--- config.mk ---
export PLATFORM = sky130hd
export DESIGN_NAME = cla_serial_adder
export DESIGN_NICKNAME = d
export VERILOG_FILES = /design/src/rtl/cla_pkg.sv /design/src/rtl/cla_nibble_slice.sv /design/src/rtl/cla_serial_adder.sv
export SDC_FILE = /design/constraint.sdc
export NUM_CORES = 1
export LEC_CHECK = 0
export CAP_MARGIN = 10
export CORE_ASPECT_RATIO = 0.7
export CORE_MARGIN = 3
export CORE_UTILIZATION = 55
export DETAILED_ROUTE_END_ITERATION = 16
export PLACE_DENSITY = 0.92
export SLEW_MARGIN = 10
export SYNTH_ARGS = -nofsm -noshare
export SYNTH_HDL_FRONTEND = slang
export SYNTH_HIERARCHICAL = 1
export SYNTH_SLANG_ARGS = --single-unit
--- constraint.sdc ---
create_clock -name clk -period 7.5 [get_ports clk]
set_clock_uncertainty 0.15 [all_clocks]
set_input_delay 0.75 -clock clk [delete_from_list [all_inputs] [get_ports clk]]
set_output_delay 0.75 -clock clk [all_outputs]
set_load 0.1 [all_outputs]
--- src/rtl/cla_pkg.sv ---
// Shared definitions for the serial carry-lookahead adder: FSM state type,
// nibble width and the counter-width helper.
package cla_pkg;

    typedef enum logic [1:0] {
        IDLE,
        RUN,
        DONE
    } state_t;

    localparam int NIB_BITS = 4;

    // Width of a counter that must index nib nibbles, never narrower than 1.
    function automatic int cnt_width(input int nib);
        return (nib > 1) ? $clog2(nib) : 1;
    endfunction

endpackage

--- src/rtl/cla_nibble_slice.sv ---
// Combinational 4-bit carry-lookahead slice. Produces the nibble sum with
// carry-in ci, the group generate/propagate terms and the carry into bit 3
// (the carry into the operand MSB when this is the top nibble).
module cla_nibble_slice
    import cla_pkg::*;
(
    input  logic [NIB_BITS-1:0] a,
    input  logic [NIB_BITS-1:0] b,
    input  logic                ci,
    output logic [NIB_BITS-1:0] s,
    output logic                gen,
    output logic                prop,
    output logic                c3
);

    logic [NIB_BITS-1:0] g;
    logic [NIB_BITS-1:0] p;
    logic [NIB_BITS-1:0] c;

    // Lookahead carries for every bit position plus the group terms.
    always_comb begin
        g    = a & b;
        p    = a ^ b;
        c[0] = ci;
        c[1] = g[0] | (p[0] & ci);
        c[2] = g[1] | (p[1] & g[0]) | (p[1] & p[0] & ci);
        c[3] = g[2] | (p[2] & g[1]) | (p[2] & p[1] & g[0])
             | (p[2] & p[1] & p[0] & ci);
        s    = p ^ c;
        gen  = g[3] | (p[3] & g[2]) | (p[3] & p[2] & g[1])
             | (p[3] & p[2] & p[1] & g[0]);
        prop = &p;
        c3   = c[3];
    end

endmodule

--- src/rtl/cla_serial_adder.sv ---
// Multi-cycle W-bit adder that resolves one nibble per clock through a single
// shared carry-lookahead slice, with valid/ready handshakes on both sides.
// Optional macro CLA_OVERFLOW_EN adds a registered signed-overflow output ovf.
module cla_serial_adder
    import cla_pkg::*;
#(
    parameter int W   = 32,
    parameter int NIB = W / NIB_BITS
) (
    input  logic         clk,
    input  logic         rst_n,
    input  logic         in_valid,
    output logic         in_ready,
    input  logic [W-1:0] a,
    input  logic [W-1:0] b,
    input  logic         cin,
    output logic         out_valid,
    input  logic         out_ready,
    output logic [W-1:0] s,
`ifdef CLA_OVERFLOW_EN
    output logic         ovf,
`endif
    output logic         cout
);

    localparam int            CW   = cnt_width(NIB);
    localparam logic [CW-1:0] LAST = CW'(NIB - 1);

    state_t state;
    state_t next_state;

    logic [NIB-1:0][NIB_BITS-1:0] a_q;
    logic [NIB-1:0][NIB_BITS-1:0] b_q;
    logic [NIB-1:0][NIB_BITS-1:0] s_q;
    logic [CW-1:0]                cnt;
    logic                         carry_q;

    logic                accept;
    logic                finish;
    logic                out_take;
    logic [NIB_BITS-1:0] sl_s;
    logic                sl_gen;
    logic                sl_prop;
    logic                sl_c3;
    logic                carry_next;

    assign s          = s_q;
    assign carry_next = sl_gen | (sl_prop & carry_q);

    cla_nibble_slice u_slice (
        .a    (a_q[cnt]),
        .b    (b_q[cnt]),
        .ci   (carry_q),
        .s    (sl_s),
        .gen  (sl_gen),
        .prop (sl_prop),
        .c3   (sl_c3)
    );

    // State register; in_ready is registered so it stays low through reset
    // and rises on the first edge after release.
    always_ff @(posedge clk or negedge rst_n) begin
        if (!rst_n) begin
            state    <= IDLE;
            in_ready <= 1'b0;
        end else begin
            state    <= next_state;
            in_ready <= (next_state == IDLE);
        end
    end

    // Next-state logic and the per-state control strobes.
    always_comb begin
        next_state = state;
        accept     = 1'b0;
        finish     = 1'b0;
        out_take   = 1'b0;
        case (state)
            IDLE: begin
                if (in_valid && in_ready) begin
                    accept     = 1'b1;
                    next_state = RUN;
                end
            end
            RUN: begin
                if (cnt == LAST) begin
                    finish     = 1'b1;
                    next_state = DONE;
                end
            end
            DONE: begin
                if (out_valid && out_ready) begin
                    out_take   = 1'b1;
                    next_state = IDLE;
                end
            end
            default: next_state = IDLE;
        endcase
    end

    // Operand capture, one nibble of sum per RUN cycle and result handshake.
    always_ff @(posedge clk or negedge rst_n) begin
        if (!rst_n) begin
            a_q       <= '0;
            b_q       <= '0;
            s_q       <= '0;
            cnt       <= '0;
            carry_q   <= 1'b0;
            cout      <= 1'b0;
            out_valid <= 1'b0;
        end else begin
            if (accept) begin
                a_q     <= a;
                b_q     <= b;
                carry_q <= cin;
                cnt     <= '0;
            end
            if (state == RUN) begin
                s_q[cnt] <= sl_s;
                carry_q  <= carry_next;
                cnt      <= cnt + 1'b1;
            end
            if (finish) begin
                cout      <= carry_next;
                out_valid <= 1'b1;
            end
            if (out_take) begin
                out_valid <= 1'b0;
            end
        end
    end

`ifdef CLA_OVERFLOW_EN
    // Signed overflow: carry into the MSB differs from the carry out of it.
    always_ff @(posedge clk or negedge rst_n) begin
        if (!rst_n) begin
            ovf <= 1'b0;
        end else if (finish) begin
            ovf <= sl_c3 ^ carry_next;
        end
    end
`else
    logic unused_c3;
    assign unused_c3 = sl_c3;
`endif

endmodule

==> impl_summary.md, run 1 <==
Synthesis
After Yosys synthesis, XOR and XNOR cells account for 0.548% of the synthesized area. The count of unique library cells instantiated by Yosys is 39. The cell area after technology mapping is 0.00479 mm². The most used standard cell by instance count after synthesis is nand2_1.

For this run, the number of Yosys warnings is 6. In this run the mean area of a mapped cell was 10.9 µm². By area, the combinational part of the netlist is dominated by simple AND/OR/NAND/NOR gates. The top-area cell type share of the netlist area is 54.8%.

The most used flip-flop cell after synthesis is dfrtp_1. In this run, synthesis inferred 0 flip-flops with an integrated enable. The post-synthesis compound-gate area fraction is 1.67%. The share of async-settable or async-resettable flops after synthesis is 100%. The adder-cell share of the synthesized area is 2.25%. In the synthesized netlist, mux cells make up 17.9% of the area. The post-synthesis sequential element count is 105. The portion of the post-synthesis area used by sequential elements is a little over half. Ranked by total cell area, the synthesized netlist is headed by dfrtp_1 (55%), nand2_1 (16%), mux2_2 (9.4%), mux4_1 (7.1%), ha_1 (1.8%). The top cell type by total area after synthesis is dfrtp_1.

The commonest cells after synthesis are nand2_1 (200), dfrtp_1 (105), mux2_2 (40). The post-synthesis cell count is between 400 and 500. The post-synth net total is roughly 520. After Yosys synthesis, and, or, nand and nor cells account for 19.7% of the synthesized area.

Finish
The count of filler cells inserted in the layout is 517. With fillers left out, the area of the finished cells amounts to 0.00615 mm². The sequential standard cell area is 0.00263 mm². In the final layout, the share of cells above drive strength 1 is 12.8%. Compared with the post-synthesis result, the final layout area differs by 28.5%. The number of nets in the final layout is 610. The repair_antennas step left the layout with diodes totalling 0. Summing all multi-input logic gate instances after layout gives around 0.002 mm².

Route
The first-pass iteration count of the detailed router is 5. The wire length per cell after detailed routing is 18.1 µm. The routed via count is about 3,600.

The DRC violation count after routing is 0. The via density per instance is about 5.5. The post-detailed-routing wire length is 11,800 µm. The initial DRC count is 285. The remaining antenna violation count after routing is 0.

CTS
The root buffer cell is clkbuf_16. The hold buffer count at cts is 0. The number of buffers between clock root and the deepest sink is 2. The post-CTS setup repair buffer count is 0.

The H-tree was split into 3 levels. Clock-pin slew was measured on the worst setup and hold paths at 70 ps. The number of cells upsized or downsized after cts is 0. Clock tree synthesis inserted a total of 9 buffers.

The clock latency on the worst-skew pair is 350 ps. The number of sinks on the clock net is 105. The clock tree from TritonCTS is built.

Timing
The worst max-slew margin expressed relative to the limit is 20.0%. The final period utilization is 51.1%. Setup repair after global routing left no endpoint under its margin. Summed over all failing endpoints, the final setup total negative slack is 0 ps. The peak clock frequency supported by timing is between 200 and 300 MHz. The number of max-slew violations in the final report was 0. At the pin with the least slew margin, the transition time is 1200 ps. The final-report hold violation count is 0. Setup violations remaining at the end of the flow were counted as 0.

The clock period minus final worst setup slack is 3830 ps.

Setup path
The kind of start point of the critical path is a register. The source of the critical timing path is cnt[0]. Measured in cells, the most critical reg-to-reg path has a length of 7. The minimum setup slack among reg-to-reg paths is 3670 ps.

The startpoint identified for the worst register-to-register timing path is cnt[0]. The type of element capturing the critical path is a register. The critical path is of the reg2reg type.

Along the worst path, the maximum fanout reaches 25. The last element of the critical path is s[30]. The terminus of the critical flop-to-flop path is s[30].

The critical path required time is 7640 ps. STA puts the critical path data arrival time at 3970 ps.

Global route
The maximum number of pins on one net before global-route repair is 70. The global routing usage summed across all routing layers is 25.2%. The number of global-route vias before repair came to 3,863. The number of antenna violations at the first check in global routing is 0.

The first global-routing pass estimated 19,600 µm of wire. The total congestion overflow is 0.

Floorplanning
Once the floorplan was initialized, standard cells occupied 58.6% of the core. In this run the standard cell core region covers ~0.0082 mm². The number of placed I/O pins is 104. The die is between 80 and 90 µm tall.

In this run the core area contains 27 standard-cell rows. The die covers 0.00988 mm². The floorplan step set the die width to 118 µm.

Job
The number of max-cap violations is 0.

Placed design
After legalization and detailed placement, the total HPWL measured about 7900 µm. The total of buffers placed on input and output ports is a little over 100. The placer's final routability congestion estimate is 0.794. The post-placement cell area is 0.00586 mm².

Outcome
The flow ran to the end, and the final reports show no timing, DRC or antenna violations.

Worst hold path
The path type of the worst min-delay path is in2async.
## how the worst min path moves through the flow
stage               cells past startpoint  slack (ps)  endpoint
global route                            1         280   a_q[15]
global placement                        2         300    b_q[7]
floorplan                               2         290   a_q[20]
CTS                                     1         260   a_q[15]
detailed placement                      2         310   b_q[12]
finish                                  1         250    a_q[7]
## stage by stage
step,utilization (%),hold WS (ps),worst slack (ps),std cells
floorplan,-,287,4750,440
global placement,71.7,299,4040,638
detailed placement,71.7,305,3700,638
CTS,75.2,260,3690,654
global route,75.3,279,3540,654
finish,75.3,246,3670,654
## critical path, cell delays in order (launching register included)
cell	delay [ps]
dfrtp_1	1140
mux4_1	680
mux2_2	320
ha_1	330
a21o_1	120
a21oi_1	80
xnor2_1	640
mux2_2	300
## registers in the layout, summed over array words and instances, names as in the netlist
name and flops:
a_q 32, b_q 32, s 32, cnt 3, state 2, carry_q 1
cout 1, in_ready 1, out_valid 1
## area by class of cell
class                           count  share of cell area [%]
Clock buffer                        9                    3.66
Clock inverter                      7                    1.02
Inverter                            5                   0.305
Multi-Input combinational cell    308                    33.1
Sequential cell                   105                    42.7
Tap cell                          116                    2.36
Timing Repair Buffer              104                    16.8
## cells by family (layout without fill, tap and decap cells)
group,Yosys count,count (layout)
and+or+nand+nor,228,228
DFF,105,105
muxes,56,56
AOI/OAI and AO/OA,13,13
buffers and inverters,27,125
xor gates and xnor gates,3,3
adders and majority gates,8,8
## per-layer routing
layer | track usage [%] | up-vias | part of all wire [%]
li1 | - | 1642 | -
met1 | 33.9 | 1800 | 43
met2 | 40.4 | 164 | 48
met3 | 7.86 | 14 | 8.3
met4 | 6.49 | 0 | 1.2
met5 | 0 | - | 0
## cell usage in the layout, fill, tap and decap left out, drive strengths merged, types with 3 or more instances in the layout
cell and instances:
ha 7, clkinv 4, inv 8, clkbuf 9, nor2 4, mux4 16, nand2 200, nand3 8
dfrtp 105, o21ai 3, mux2 40, nand3b 3, a21oi 5, clkdlybuf4s50 102, nor3b 3
Power of run 1 is left out: the tool's default activity adds up to more than one toggle a clock period on the data nets, which glitch-free logic cannot reach.
==> inputs of run 2 (changes only) <==
--- a/config.mk
+++ b/config.mk
@@ -8,9 +8,9 @@
 export CAP_MARGIN = 10
 export CORE_ASPECT_RATIO = 0.7
 export CORE_MARGIN = 3
-export CORE_UTILIZATION = 55
+export CORE_UTILIZATION = 51
 export DETAILED_ROUTE_END_ITERATION = 16
-export PLACE_DENSITY = 0.92
+export PLACE_DENSITY = 0.86
 export SLEW_MARGIN = 10
 export SYNTH_ARGS = -nofsm -noshare
 export SYNTH_HDL_FRONTEND = slang
==> constraint.sdc (replaced) <==
create_clock -name clk -period 3.55 [get_ports clk]
set_clock_uncertainty 0.15 [all_clocks]
set_input_delay 0.355 -clock clk [delete_from_list [all_inputs] [get_ports clk]]
set_output_delay 0.355 -clock clk [all_outputs]
set_load 0.1 [all_outputs]
==> run 2 against run 1 <==
Die area up 7.4%. First-iteration DRC count increased by 8.4%. Hold slack better by 77 ps. Sequential share of layout area decreased by 0.62 points. Design area up 1.5%. Non-clock buffer count is 8 higher. Register-to-register slack got worse by 3300 ps. Fmax grew 19%. Routed wire length down 6.7%. Via count down 2.2%. Global-route usage fell by 3.2 points. Utilization is 4.3 points lower. Critical path type unchanged. Largest cell class unchanged. Highest routed layer unchanged.
==> impl_summary.md, run 2 (synthesis results as in run 1) <==
Route
The wire length per cell after detailed routing was 16.6 µm (-8.2%). The remaining antenna violation count after routing came to 0 (unchanged). The post-detailed-routing wire length is 11,000 µm (-6.7%). The DRC violation count after routing is 0 (unchanged).

The first-pass iteration count of the detailed router is 4 (-1). The via density per instance was 5.32 (-3.8%). The routed via count came to 3,540 (-2.2%).

The initial DRC count is 309 (+8.4%).

Setup path
In this design, the critical path's most frequently occurring cell is mux2_2. The kind of start point of the critical path is a register. The buffers plus inverters on the worst setup path is 1 (+1).

The slowest library cell on the worst path is xnor2_1. The terminus of the critical flop-to-flop path is s[18]. Traced cell by cell, the critical path runs through buf_4 > mux4_1 > mux2_2 > ha_1 > a21o_1 > a21oi_1 > xnor2_1 > mux2_2. The cell family contributing the most delay on the critical path is multiplexers.

The peak fanout along the critical path is 19 (-24%). The maximum single-stage delay on the critical path is 630 ps (-510 ps). The startpoint identified for the worst register-to-register timing path is cnt[0].

The path depth of the worst reg2reg path is 8 (+1). The critical path in this run is classified as reg2reg. The minimum setup slack among reg-to-reg paths is 340 ps (-3330 ps). STA classifies the critical path endpoint as a register. The data arrival time of the critical path was 3340 ps (-630 ps). The critical path required time was 3680 ps (-3960 ps).

Global route
The maximum number of pins on one net before global-route repair came to 47 (-33%). The number of global-route vias before repair was 3,582 (-7.3%). The total congestion overflow came to 0 (unchanged). The first-pass GRT wire length is 17,900 µm (-8.8%). The number of antenna violations at the first check in global routing is 0 (unchanged).

The global routing usage summed across all routing layers is 22.0% (-3.2 points).

Timing
The sum of negative setup slack came to 0 ps (unchanged). The worst max-slew margin expressed relative to the limit came to 34.0% (+14 points). Setup repair after global routing left no endpoint under its margin. The peak clock frequency supported by timing is 312 MHz (+19%). The clock period minus final worst setup slack is 3210 ps (-624 ps). The number of max-slew violations in the final report was 0 (unchanged). The count of final setup violators is 0 (unchanged). The slew of the pin with the lowest slew margin was 986 ps (-214 ps).

The final period utilization is 90.3% (+39 points). The final-report hold violation count is 0 (unchanged).

Placed design
The post-placement cell area came to 0.00592 mm² (+0.98%). The detailed-placement wirelength estimate came to 7960 µm (+0.81%). The placed instance count is 649 (+1.7%). The total of buffers placed on input and output ports came to 103 (unchanged). The placer's final routability congestion estimate is 0.817 (+2.9%).

Floorplanning
The die extent in x is 122 µm (+3.7%). The core area came to 0.00879 mm² (+7.6%). The chip height was 87.1 µm (+3.6%). The die area is 0.0106 mm² (+7.4%). The cell row count is 28 (+3.7%). The initial core utilization came to 54.5% (-4.1 points). The number of placed I/O pins came to 104 (unchanged).

Finish
Leaving out fill and tap cells, the most frequent cell in the layout is nand2_1. The final standard cell area without fillers came to 0.00625 mm² (+1.5%). The count of filler cells inserted in the layout was 589 (+14%).

The number of inserted diodes is 0 (unchanged). The number of nets in the final layout is 618 (+1.3%). The share of the core filled with cells in the final layout was 71.0% (-4.3 points). The non-filler instance count after layout is 665 (+1.7%).

The share of post-route cells with drive strength above 1 is 13.8% (+0.94 points). The area growth from synthesis to layout is 30.4%. In the layout the commonest cells are nand2_1 (200), dfrtp_1 (105), clkdlybuf4s50_1 (102).

CTS
The cell sitting at the root of the clock tree is a clkbuf_16. TritonCTS built the clock tree. The post-CTS setup repair buffer count is 0 (unchanged). The number of sinks on the clock net is 105 (unchanged). The number of buffers inserted during clock tree synthesis is 9 (unchanged). The number of buffers between clock root and the deepest sink was 2 (unchanged). The depth of the CTS H-tree is 3 (unchanged). The clock latency on the worst-skew pair is 340 ps (about the same). The clock-pin slew on the worst setup and hold paths is 60 ps (about the same). The number of cells upsized or downsized after cts is 0 (unchanged).

Outcome
The flow ran to the end, and the final reports show no timing, DRC or antenna violations.

Worst hold path
The hold path startpoint is a_q[23]. The worst hold path terminates at a_q[23]. The path type of the worst min-delay path is reg2reg. The worst hold path stage count is 2.

Job
The number of max-cap violations came to 0 (unchanged).
## run 2: metal layers
metal | part of all wire [%] | vias to the layer above | GRT usage, % | routed length (µm)
met5 | 0 | - | 0 | 0
met4 | 0.93 | 0 | 5.60 | 103
met3 | 7.9 | 8 | 6.36 | 868
met2 | 47 | 125 | 34.9 | 5220
met1 | 44 | 1740 | 30.4 | 4830
li1 | - | 1667 | - | -
## run 2: how the worst max path moves through the flow
stage | endpoint | start | slack (ps) | cells after the start
after detailed placement | s[14] | cnt[0] | 410 | 8
after global routing | s[13] | cnt[0] | 280 | 6
after global placement | s[26] | cnt[0] | 600 | 8
final | s[18] | cnt[0] | 340 | 8
after floorplan | s[14] | cnt[0] | 800 | 9
after CTS | s[18] | cnt[0] | 390 | 8
## run 2: per-stage QoR
stage,hold WS [ps],setup slack (ps)
after floorplan,-90.6,796
after global placement,232,602
after detailed placement,240,414
after CTS,325,391
after global routing,340,283
final,324,344
## run 2: repair_timing
item	in CTS	in global routing
endpoints found under the hold margin	44	0
hold buffers	1	0
endpoints found under the setup margin	0	0
## run 2: layout make-up
cell class                 instances  area, µm²  area share, %
clock buffer                      13        280           4.49
clock inverter                     2       35.0          0.561
inverter                           5       18.8          0.300
multi-input combinational        308       2040           32.6
sequential                       105       2630           42.1
tap                              120        150           2.40
timing repair buffer             112       1100           17.6
## run 2: worst register-to-register path: cells and delay by family (launching register included)
kind / cells / cell delay (ps)
muxes: 3 / 1220
xor gates and xnor gates: 1 / 630
DFF: 1 / 340
adders and majority gates: 1 / 320
buffers and inverters: 1 / 280
AOI/OAI and AO/OA: 2 / 190
Power of run 2 is left out for the same reason.
==> RTL change 1 (settings of run 2) <==
Set the parameter `W` to 16 (it was 32).
--- a/src/rtl/cla_serial_adder.sv
+++ b/src/rtl/cla_serial_adder.sv
@@ -6,3 +6,3 @@
 #(
-    parameter int W   = 32,
+    parameter int W   = 16,
     parameter int NIB = W / NIB_BITS
Interface: changed (resized a, b and s); port bits go from 104 to 56. The function was not compared with the original's and may differ.
==> RTL change 1 against run 2 <==
The flow now finishes with violations (negative hold slack). Critical path depth shrank 2. Design area is 46% lower. Wire length decreased by 52%. Count of clock-buffer cells in the layout shrank 7. Synthesized area down 44%. Setup slack gained 0.40 ns. Fmax up 14%. Sequential cell count fell by 49. Critical path type unchanged. Critical endpoint is now s[7].
Power is not shown: default switching activity piles up to over one toggle a cycle in this logic, so the estimate is an artifact.
==> RTL change 1: results (changes against run 2) <==
metric,value,unit,change
met2 GRT Util,28.82,%,-6.1 points
met1 Use GR,26.96,%,-3.5 points
largest net degree at the start of global routing,40,,-15%
placed wire-length estimate,3948,µm,-50%
Setup-failing EPs final,0,,unchanged
Avg Vias per Cell,5.027,,-5.6%
met3 wire len,389,µm,-55%
failing checks,negative hold slack,,
initial antenna violation count,0,,unchanged
Port Buffers,55,,-47%
Final #Nets,347,,-44%
worst skew pair latency,0.30,ns,-0.04 ns
gr usage total,19.19,%,-2.8 points
share of layout cells above drive strength 1,13.95,%,+0.19 points
Fin. Hold Viols,33,,+33
Setup WS pre-CTS,0.7165,ns,+0.3022 ns
# Post-CTS Setup Buffers,0,,unchanged
syn_nets,291,,-44%
clock buffer depth,2,,unchanged
global placement routability congestion,0.8356,,+2.3%
first-pass GRT wire length,9101,µm,-49%
wire length on met1,2553,µm,-47%
max_slew headroom,35.14,%,+1.1 points
Syn Inst Count,244,,-45%
TritonRoute pass-1 iters,4,,unchanged
CTS buffer count,5,,-4
CTS clock-pin slew for the worst setup and hold paths,0.09,ns,+0.03 ns
Cells after DPL,362,,-44%
vias post-DR,1860,,-47%
status,"complete, but fails checks",,
worst-path fanout max,9,,-10
H-tree depth,2,,-1
Clk Tree Root Cell,clkbuf_8,,
Min Hold Slack,-0.01489,ns,-0.3385 ns
DR WL/cell,14.29,µm,-14%
PostCTS Resize Cnt,0,,unchanged
n_diodes,0,,unchanged
met2 wire length,2300,µm,-56%
critical path arrival,2.86,ns,-0.48 ns
placed inst area,3263,µm²,-45%
HP Class,in -> async,,
met3 Track Usage GR,6.885,%,+0.52 points
drt initial violations,76,,-75%
Top Metal Used,met4,,
Fill cells,388,,-34%
Yosys warnings,6,,unchanged
RTL change 1: cell type report:
class,instances,area [µm²],area share (%)
clock buffer,6,72.57,2.153
clock inverter,2,35.03,1.039
inverter,8,30.03,0.8909
multi-input combinational,170,1170,34.71
sequential,56,1401,41.57
tap,69,86.33,2.561
timing repair buffer,59,575.6,17.07
RTL change 1: path summary, 6_finish.rpt:
path                       startpoint  endpoint  slack [ns]  cells past startpoint
setup / recovery               cnt[0]      s[7]        0.74                      6
setup reg to reg               cnt[0]      s[7]        0.74                      6
min in group clk              a_q[15]   a_q[15]        0.33                      2
hold reg to reg               a_q[15]   a_q[15]        0.33                      2
max in group asynchronous       rst_n    cnt[1]        2.52                      2
hold / removal                  rst_n     s[12]       -0.01                      1
RTL change 1: critical path: stages (launching register included):
cell and delay, ns:
dfrtp_1 0.64, mux4_2 0.57, ha_1 0.38, a21o_1 0.23, a221oi_2 0.29, xnor2_1 0.16, mux2_4 0.29
==> RTL change 2 (flow settings as in run 2) <==
Without the edit above. The 3 states of `state_t` get a one-hot encoding in 3 bits.
--- a/src/rtl/cla_pkg.sv
+++ b/src/rtl/cla_pkg.sv
@@ -4,6 +4,6 @@
 
-    typedef enum logic [1:0] {
-        IDLE,
-        RUN,
-        DONE
+    typedef enum logic [2:0] {
+        IDLE = 3'b001,
+        RUN  = 3'b010,
+        DONE = 3'b100
     } state_t;
Formal check against the unedited RTL: no difference found for any inputs over 10 cycles, from zero or initial values and one cycle with rst_n low; not proved beyond that.
==> RTL change 2 against run 2 <==
Sequential cell count rose by 1. Highest routed layer unchanged. Design area barely moved. Wire length fell by 7.5%. Synthesized area fell by 0.13%. Setup slack improved by 0.069 ns. Die area fell by 0.13%.
==> RTL change 2: results (changes against run 2) <==
metric,value,unit,change
Yosys warnings,6,,unchanged
leakage,2.635,nW,
most frequent cells after synthesis,"dfrtp_1 (105), mux2_2 (104), mux4_2 (16), nand2_1 (12), ha_1 (7)",,
# Post-CTS Setup Buffers,0,,unchanged
worst skew pair latency,0.34,ns,about the same
top post-synthesis cells by area,"dfrtp_1 (55%), mux2_2 (24%), mux4_2 (7.5%), ha_1 (1.8%), nand2_1 (0.94%)",,
TritonRoute pass-1 iters,4,,unchanged
initial antenna violation count,0,,unchanged
PostCTS Resize Cnt,0,,unchanged
worst-path fanout max,18,,-1
Port Buffers,103,,unchanged
met3 Track Usage GR,5.000,%,-1.4 points
post-synth cell types,41,,+5.1%
vias in the first global route,3169,,-12%
Seq/total area,42.46,%,+0.40 points
status,"finished, final reports clean",,
drt initial violations,247,,-20%
Fill cells,586,,-0.51%
largest net degree at the start of global routing,68,,+45%
delay of the slowest critical-path stage,0.56,ns,-0.07 ns
placed wire-length estimate,7517,µm,-5.6%
clk cell area share,4.585,%,-0.46 points
Final Cell Area,6250,µm²,about the same
sw frac,42.85,%,
first-pass GRT wire length,16860,µm,-5.6%
met1 Use GR,30.35,%,-0.070 points
inverters,5,,unchanged
worst slew pin tran,0.9917,ns,+0.005361 ns
vias post-DR,3006,,-15%
sequential share of the synthesized area,55.47,%,+0.62 points
gr usage total,21.00,%,-1.0 points
FFs & Latches,106,,+0.95%
count of multi-input gates,184,,-40%
share of layout cells above drive strength 1,35.87,%,+22 points
clock buf count,10,,-3
buffering overhead,17.74,%,+0.15 points
clock buffer depth,2,,unchanged
Final #Nets,493,,-20%
syn_nets,386,,-25%
multi-input combinational area share,32.51,%,-0.080 points
Worst path slowest cell,mux4_2,,
critical path arrival,3.27,ns,-0.07 ns
global placement routability congestion,0.7747,,-5.2%
Clk Tree Root Cell,clkbuf_16,,
placed inst area,5953,µm²,+0.55%
asr flop ratio synth,100.0,%,unchanged
met2 GRT Util,32.46,%,-2.4 points
Non-clk bufs,110,,-1.8%
Total Wirelength,10190,µm,-7.5%
"area leader, netlist",dfrtp_1,,
==> RTL change 2: through the flow <==
stage	hold WS (ns)	total power, mW	instances	worst slack, ns	utilization [%]
2_1_floorplan	-0.09059	4.511	309	0.7245	-
3_3_place_gp	0.2506	5.254	524	0.5824	67.70
3_5_place_dp	0.2594	5.381	524	0.4525	67.70
4_1_cts	0.3561	6.359	541	0.3953	71.07
5_1_grt	0.3715	6.715	541	0.2318	71.07
6_report	0.3535	6.308	541	0.4130	71.07
==> RTL change 2: cells by family after synthesis <==
family,after synthesis,synth area share (%)
mux,120,32.01
xor+xnor,3,0.5493
fa+ha+maj,8,2.249
compound gates,18,2.537
buf+inv,19,2.171
flops,106,55.47
simple gates,35,5.021
==> RTL change 2: critical path, delay by kind of cell (launching register included) <==
family | cells | cell delay [ns]
simple gates | 1 | 0.09
fa+ha+maj | 1 | 0.38
mux | 3 | 1.13
flops | 1 | 0.34
xor+xnor | 1 | 0.47
compound gates | 1 | 0.21
buf+inv | 1 | 0.31
==> RTL change 2: per-layer routing <==
metal / vias up / wire [µm] / share of wire (%)
met5: - / 0 / 0
met4: 0 / 84 / 0.82
met3: 10 / 515 / 5.1
met2: 89 / 4871 / 48
met1: 1546 / 4717 / 46
li1: 1361 / - / -
==> RTL change 2: path summary, 6_finish.rpt <==
| check | startpoint | endpoint | slack (ns) | cells after the start |
|---|---|---|---|---|
| min | a_q[12] | a_q[12] | 0.35 | 1 |
| min reg2reg | a_q[12] | a_q[12] | 0.35 | 1 |
| max reg2reg | cnt[0] | s[23] | 0.41 | 8 |
| max | cnt[0] | s[23] | 0.41 | 8 |
| max in group asynchronous | rst_n | state[0] | 2.08 | 3 |
| min in group asynchronous | rst_n | b_q[3] | 0.42 | 2 |
